===== config.mk =====
export PLATFORM = sky130hd
export DESIGN_NAME = bus_unit_flat
export DESIGN_NICKNAME = d
export VERILOG_FILES = /design/src/rtl/sm83_pkg.sv /design/src/rtl/bus_unit_if.sv /design/src/rtl/bus_unit_pc_counter.sv /design/src/rtl/bus_unit.sv /design/src/flat_wrapper.sv
export SDC_FILE = /design/constraint.sdc
export NUM_CORES = 1
export LEC_CHECK = 0
export CELL_PAD_IN_SITES_DETAIL_PLACEMENT = 0
export CELL_PAD_IN_SITES_GLOBAL_PLACEMENT = 2
export CORE_AREA = 3 3 98 100
export CTS_CLUSTER_DIAMETER = 40
export DETAILED_ROUTE_END_ITERATION = 12
export DIE_AREA = 0 0 101 103
export GPL_TIMING_DRIVEN = 0
export PLACE_DENSITY_LB_ADDON = 0.08
export SYNTH_ARGS = -nofsm -noshare
export SYNTH_HDL_FRONTEND = slang
export SYNTH_SLANG_ARGS = --single-unit

===== constraint.sdc =====
create_clock -name clk -period 4.37 [get_ports clk]
set_input_delay 0.6555 -clock clk [delete_from_list [all_inputs] [get_ports clk]]
set_output_delay 0.6555 -clock clk [all_outputs]
set_load 0.1 [all_outputs]

===== src/rtl/sm83_pkg.sv =====
// rtl/sm83_pkg.sv - shared SM83 types, bus FSM states and reset constants
package sm83_pkg;

  typedef enum logic {
    ADDR_PC   = 1'b0,
    ADDR_GP16 = 1'b1
  } addr_sel_t;

  typedef enum logic {
    BUS_RUN  = 1'b0,
    BUS_WAIT = 1'b1
  } bus_state_t;

  localparam logic [15:0] PC_RESET_DEFAULT = 16'h0000;

  // One resolved memory access: what goes on the bus and what happens on completion
  typedef struct packed {
    logic [15:0] addr;
    logic [7:0]  wdata;
    logic        rd;
    logic        wr;
    logic        to_z;
    logic        to_w;
    logic        to_ir;
    logic        to_r8;
    logic        inc_pc;
  } bus_req_t;

endpackage


===== src/rtl/bus_unit_if.sv =====
// rtl/bus_unit_if.sv - external memory bus of bus_unit (mem_ready only with BUS_WAIT_EN)
interface bus_unit_if;
  logic [15:0] mem_addr;
  logic [7:0]  mem_wdata;
  logic [7:0]  mem_rdata;
  logic        mem_rd;
  logic        mem_wr;
`ifdef BUS_WAIT_EN
  logic        mem_ready;

  modport master (output mem_addr, mem_wdata, mem_rd, mem_wr, input mem_rdata, mem_ready);
  modport slave  (input mem_addr, mem_wdata, mem_rd, mem_wr, output mem_rdata, mem_ready);
`else
  modport master (output mem_addr, mem_wdata, mem_rd, mem_wr, input mem_rdata);
  modport slave  (input mem_addr, mem_wdata, mem_rd, mem_wr, output mem_rdata);
`endif
endinterface


===== src/rtl/bus_unit_pc_counter.sv =====
// rtl/bus_unit_pc_counter.sv - 16-bit program counter with enable-gated wrapping increment
module pc_counter
  import sm83_pkg::*;
#(
  parameter logic [15:0] RESET_VAL = PC_RESET_DEFAULT
) (
  input  logic        clk,
  input  logic        rst,
  input  logic        en,
  output logic [15:0] q
);

  // Increment wraps naturally from 16'hFFFF to 16'h0000
  always_ff @(posedge clk or posedge rst) begin
    if (rst) q <= RESET_VAL;
    else if (en) q <= q + 16'd1;
  end

endmodule


===== src/rtl/bus_unit.sv =====
// rtl/bus_unit.sv - SM83 memory-side stage: PC/IR/Z/W and one bus access per M-cycle (wait states with BUS_WAIT_EN)
module bus_unit
  import sm83_pkg::*;
#(
  parameter logic [15:0] PC_RESET = PC_RESET_DEFAULT
) (
  input  logic        clk,
  input  logic        rst,
  input  addr_sel_t   addr_sel,
  input  logic        inc_pc,
  input  logic        mem_to_z,
  input  logic        mem_to_w,
  input  logic        mem_to_ir,
  input  logic        mem_to_r8,
  input  logic        r8_to_mem,
  input  logic        z_to_mem,
  input  logic        halt,
  input  logic [15:0] gp16_addr,
  input  logic [7:0]  r8_data,
  output logic [15:0] pc,
  output logic [7:0]  ir,
  output logic [7:0]  z,
  output logic [7:0]  w,
  output logic [7:0]  r8_wdata,
  output logic        r8_we,
  output logic        stall,
  bus_unit_if.master  bus
);

  bus_state_t state;
  bus_req_t   live;
  bus_req_t   held;
  bus_req_t   cur;
  logic       ready;
  logic       has_access;
  logic       done;

`ifdef BUS_WAIT_EN
  assign ready = bus.mem_ready;
`else
  assign ready = 1'b1;
`endif

  // Decode this cycle's strobes: writes beat reads, r8 beats Z, halt kills everything
  always_comb begin
    live = '0;
    if (!halt) begin
      live.wr     = r8_to_mem | z_to_mem;
      live.rd     = !live.wr && (mem_to_z | mem_to_w | mem_to_ir | mem_to_r8);
      live.addr   = (addr_sel == ADDR_PC) ? pc : gp16_addr;
      live.wdata  = r8_to_mem ? r8_data : z;
      live.to_z   = live.rd & mem_to_z;
      live.to_w   = live.rd & mem_to_w;
      live.to_ir  = live.rd & mem_to_ir;
      live.to_r8  = live.rd & mem_to_r8;
      live.inc_pc = inc_pc;
    end
  end

  // A stretched access replays its latched request; reset silences the bus
  always_comb begin
    cur = '0;
    if (!rst) cur = (state == BUS_WAIT) ? held : live;
  end

  assign has_access    = cur.rd | cur.wr;
  assign done          = !has_access || ready;
  assign stall         = !done;

  assign bus.mem_addr  = has_access ? cur.addr : 16'h0000;
  assign bus.mem_rd    = cur.rd;
  assign bus.mem_wr    = cur.wr;
  assign bus.mem_wdata = cur.wr ? cur.wdata : 8'h00;
  assign r8_we         = done & cur.to_r8;
  assign r8_wdata      = bus.mem_rdata;

  pc_counter #(.RESET_VAL(PC_RESET)) u_pc (
    .clk (clk),
    .rst (rst),
    .en  (done & cur.inc_pc),
    .q   (pc)
  );

  // Bus FSM: capture read data on completion, otherwise park the request in WAIT
  always_ff @(posedge clk or posedge rst) begin
    if (rst) begin
      state <= BUS_RUN;
      held  <= '0;
      ir    <= 8'h00;
      z     <= 8'h00;
      w     <= 8'h00;
    end else if (done) begin
      state <= BUS_RUN;
      if (cur.to_z)  z  <= bus.mem_rdata;
      if (cur.to_w)  w  <= bus.mem_rdata;
      if (cur.to_ir) ir <= bus.mem_rdata;
    end else if (state == BUS_RUN) begin
      held  <= cur;
      state <= BUS_WAIT;
    end
  end

endmodule


===== src/flat_wrapper.sv =====
// flat-port wrapper written by rule: the top's interface ports become plain ports
module bus_unit_flat import sm83_pkg::*;
#(
  parameter logic [15:0] PC_RESET = PC_RESET_DEFAULT
)
  (clk, rst, addr_sel, inc_pc, mem_to_z, mem_to_w, mem_to_ir, mem_to_r8, r8_to_mem, z_to_mem, halt, gp16_addr, r8_data, pc, ir, z, w, r8_wdata, r8_we, stall, bus_mem_addr, bus_mem_wdata, bus_mem_rd, bus_mem_wr, bus_mem_rdata);
  bus_unit_if bus_i ();
  input  logic clk;
  input  logic rst;
  input  addr_sel_t addr_sel;
  input  logic inc_pc;
  input  logic mem_to_z;
  input  logic mem_to_w;
  input  logic mem_to_ir;
  input  logic mem_to_r8;
  input  logic r8_to_mem;
  input  logic z_to_mem;
  input  logic halt;
  input  logic [15:0] gp16_addr;
  input  logic [7:0] r8_data;
  output logic [15:0] pc;
  output logic [7:0] ir;
  output logic [7:0] z;
  output logic [7:0] w;
  output logic [7:0] r8_wdata;
  output logic r8_we;
  output logic stall;
  output wire logic [$bits(bus_i.mem_addr)-1:0] bus_mem_addr;
  output wire logic [$bits(bus_i.mem_wdata)-1:0] bus_mem_wdata;
  output wire logic [$bits(bus_i.mem_rd)-1:0] bus_mem_rd;
  output wire logic [$bits(bus_i.mem_wr)-1:0] bus_mem_wr;
  input wire logic [$bits(bus_i.mem_rdata)-1:0] bus_mem_rdata;
  assign bus_mem_addr = bus_i.mem_addr;
  assign bus_mem_wdata = bus_i.mem_wdata;
  assign bus_mem_rd = bus_i.mem_rd;
  assign bus_mem_wr = bus_i.mem_wr;
  assign bus_i.mem_rdata = bus_mem_rdata;
  bus_unit #(.PC_RESET(PC_RESET)) u_core (.clk(clk), .rst(rst), .addr_sel(addr_sel), .inc_pc(inc_pc), .mem_to_z(mem_to_z), .mem_to_w(mem_to_w), .mem_to_ir(mem_to_ir), .mem_to_r8(mem_to_r8), .r8_to_mem(r8_to_mem), .z_to_mem(z_to_mem), .halt(halt), .gp16_addr(gp16_addr), .r8_data(r8_data), .pc(pc), .ir(ir), .z(z), .w(w), .r8_wdata(r8_wdata), .r8_we(r8_we), .stall(stall), .bus(bus_i));
endmodule

==> results of run 1 <==
==> per-stage QoR <==
step	setup slack (ns)	std cells
2_1_floorplan	0.7726	188
3_3_place_gp	-0.03743	412
3_5_place_dp	0.04033	413
4_1_cts	0.03371	421
5_1_grt	0.05127	421
6_report	0.2928	421
==> cell families (layout without fill, tap and decap cells) <==
| family | Yosys count | count (layout) | share of synthesized area |
|---|---|---|---|
| AO/OA/AOI/OAI | 2 | 2 | 0.006566 |
| XOR/XNOR | 15 | 15 | 0.06269 |
| adder cells (fa/ha/maj) | 1 | 1 | 0.005969 |
| buffers and inverters | 18 | 143 | 0.05075 |
| other | 1 | 1 | 0.001789 |
| flip-flops | 40 | 40 | 0.4776 |
| AND/OR/NAND/NOR | 63 | 63 | 0.1510 |
| multiplexers | 48 | 48 | 0.2436 |
==> power by group <==
group / internal [mW] / switching (mW) / total, mW
clock: 0.202 / 0.130 / 0.331
combinational: 0.267 / 0.824 / 1.09
sequential: 0.444 / 0.0682 / 0.512
==> timing repair <==
action	4_1_cts	5_1_grt
setup endpoints to repair	0	10
setup buffers	0	0
gates resized for setup	0	10
==> registers in the layout (all words and copies together), names as in the netlist <==
| signal | cells |
|---|---|
| u_core.u_pc.q | 16 |
| u_core.z | 8 |
| u_core.w | 8 |
| u_core.ir | 8 |
==> synth_stat cells, drive strengths merged, types with 2 or more instances <==
| master | n | share of area |
|---|---|---|
| and3 | 2 | 0.0060 |
| mux2 | 24 | 0.13 |
| clkbuf | 2 | 0.0036 |
| nor3 | 2 | 0.0048 |
| xnor2 | 9 | 0.038 |
| dfrtp | 40 | 0.48 |
| mux2i | 24 | 0.11 |
| nand2 | 11 | 0.020 |
| nor4 | 2 | 0.016 |
| inv | 3 | 0.0054 |
| xor2 | 6 | 0.025 |
| and2 | 2 | 0.0060 |
| buf | 13 | 0.042 |
| nand4 | 4 | 0.012 |
| nor2 | 31 | 0.059 |
| nand3 | 6 | 0.014 |
==> placed cells by master, fill, tap and decap left out <==
cell / n
nor3b_1: 1
xnor2_1: 9
clkbuf_8: 7
nand4_1: 4
and2_1: 2
mux2_2: 23
mux2_1: 1
ha_1: 1
dfrtp_1: 40
nor4_2: 1
nor4_4: 1
or3b_1: 1
nand2_1: 11
or3_4: 1
buf_2: 4
conb_1: 1
o41ai_1: 1
nand3_1: 6
mux2i_1: 24
inv_1: 2
and3_1: 2
xor2_1: 6
buf_16: 1
bufinv_16: 1
clkbuf_1: 2
nor2_1: 28
dlymetal6s2s_1: 10
o21ai_1: 1
inv_2: 1
nor2_2: 3
clkdlybuf4s50_1: 106
buf_4: 9
nor3_1: 2
==> final timing paths <==
path,startpoint,to,slack [ns],depth (start not counted)
setup / recovery,rst,bus_mem_addr[0],0.29,7
hold / removal,u_core.u_pc.q[15],u_core.u_pc.q[15],0.50,1
setup reg to reg,u_core.u_pc.q[2],u_core.u_pc.q[15],2.79,4
hold reg to reg,u_core.u_pc.q[15],u_core.u_pc.q[15],0.50,1
max in group asynchronous,rst,u_core.z[1],3.06,3
min in group asynchronous,rst,u_core.ir[2],0.84,2
==> layout make-up <==
cell class | count | area (µm²) | area share
Timing Repair Buffer | 117 | 1214 | 0.3399
Sequential cell | 40 | 1001 | 0.2803
Multi-Input combinational cell | 130 | 988.4 | 0.2768
Tap cell | 108 | 135.1 | 0.03784
Clock buffer | 7 | 96.34 | 0.02698
Buffer | 15 | 95.09 | 0.02663
Clock inverter | 1 | 30.03 | 0.008409
Inverter | 3 | 11.26 | 0.003153
==> per-layer routing <==
metal,vias up,part of all wire,track usage
li1,875,-,-
met1,837,0.42,0.1502
met4,0,0.0062,0.02761
met3,7,0.091,0.03924
met2,73,0.48,0.1980
met5,-,0,0
==> critical path: cells and delay by family <==
kind                   cells  cell delay, ns
and+or+nand+nor            3            0.61
buffers and inverters      3            1.84
AOI/OAI and AO/OA          1            0.30
==> results.py, run 1 <==
metrics = {
    "outcome": {
        "status": "finished clean",
    },
    "route": {
        "ant_nets": 0,
        "dr_total_vias": 1792,
        "first_pass_iters": 4,
        "wirelength_mm": 6.175,
        "dr.first_iter.drc_count": 19,
        "routed_via_density": 4.257,
        "routedWlPerCell_um": 14.67,
        "route.detailed.drc": 0,
    },
    "critical_path": {
        "crit_type": "in -> out",
        "cp.arrival_ns": 3.42,
        "critPathSlowestCell": "clkdlybuf4s50_1",
        "cp.required_ns": 3.71,
        "start_kind": "primary input",
        "path_cells": "clkdlybuf4s50_1 > nor2_1 > o21ai_1 > and2_1 > clkbuf_1 > nor2_1 > clkdlybuf4s50_1",
        "critPathCaptureType": "output port",
        "crit_fanout": 10,
        "cpPeakStageDelay_ns": 1.15,
    },
    "timing": {
        "finalSetupViolations": 0,
        "hold_slack_ns": 0.5014,
        "relSlewSlack": 0.3325,
        "worstMarginPinSlew_ns": 0.9982,
        "rsz0062_at_grt": "no",
        "min_period_ns": 4.077,
        "fmax_mhz": 245.3,
        "clock_skew_ns": 0.005807,
        "drv_slew": 0,
        "finalSetupTns_ns": 0,
        "hold_violations": 0,
        "min_period_over_period": 0.9330,
    },
    "floorplanning": {
        "initial_core_util": 0.2391,
        "die_x_um": 101,
        "core_mm2": 0.008763,
        "ioPinCount": 119,
        "die_h_um": 103,
        "fp-row-count": 34,
        "dieArea_mm2": 0.01040,
    },
    "yosys": {
        "synth_seq_cells": 40,
        "synth.distinct_cells": 27,
        "syn-instance-count": 188,
        "netlist_area_mm2": 0.002096,
        "synth_edf_count": 0,
        "synth_flop_cell": "dfrtp_1",
        "ys_async_sr_fraction": 1.000,
        "yosys_warnings": 0,
        "syn_area_per_cell_um2": 11.15,
        "synth_nets": 232,
        "seq_area_frac_synth": 0.4776,
    },
    "pwr": {
        "ir_worst_vdd_mv": 0.2527,
        "power.density_mw_per_mm2": 541.7,
        "power_mw": 1.934,
        "p_leak_nw": 1.699,
    },
    "cts": {
        "clk_pin_slew_ns": 0.08,
        "tritoncts": "yes",
        "cts_made_buffers": 5,
        "clk_latency_ns": 0.29,
        "ctsHtreeMaxLevel": 2,
        "cts_root_buf": "clkbuf_8",
        "cts.sinks": 40,
        "hold_buffers": 0,
        "cts_max_path_buffers": 2,
    },
    "placed_design": {
        "hpwl_mm": 4.733,
        "routabilityCongestion": 0.6660,
        "port_buffers": 116,
        "place_area_mm2": 0.003420,
    },
    "global_routing": {
        "grt_pass1_vias": 1837,
        "grt_max_degree": 22,
        "antenna_found_initial": 0,
        "grt_use_total": 0.1188,
        "grt_pass1_wl_mm": 9.673,
        "overflow": 0,
    },
    "final_layout": {
        "antennaDiodeCount": 0,
        "fin_util": 0.4075,
        "fillers": 888,
        "final_area_mm2": 0.003571,
        "drive_above_1_share": 0.1661,
        "fin_nets": 356,
        "area_growth_pct": 70.39,
    },
    "run": {
        "max_cap_violations": 0,
    },
    "worst_hold_path": {
        "hold_path_class": "reg -> reg",
    },
}
(Power assumes the default switching activity.)
==> inputs of run 2 (changes only) <==
--- a/config.mk
+++ b/config.mk
@@ -13,6 +13,7 @@
 export DIE_AREA = 0 0 101 103
 export GPL_TIMING_DRIVEN = 0
 export PLACE_DENSITY_LB_ADDON = 0.08
+export SKIP_CTS_REPAIR_TIMING = 1
 export SYNTH_ARGS = -nofsm -noshare
 export SYNTH_HDL_FRONTEND = slang
 export SYNTH_SLANG_ARGS = --single-unit
==> results of run 2 <==
Same layout as run 1: the final DEF is identical, and so are final timing and power.
==> inputs of run 3 (changes only) <==
--- a/config.mk
+++ b/config.mk
@@ -5,6 +5,7 @@
 export SDC_FILE = /design/constraint.sdc
 export NUM_CORES = 1
 export LEC_CHECK = 0
+export CAP_MARGIN = 20
 export CELL_PAD_IN_SITES_DETAIL_PLACEMENT = 0
 export CELL_PAD_IN_SITES_GLOBAL_PLACEMENT = 2
 export CORE_AREA = 3 3 98 100
==> results of run 3 <==
Same layout as run 1: the final DEF is identical, and so are final timing and power.
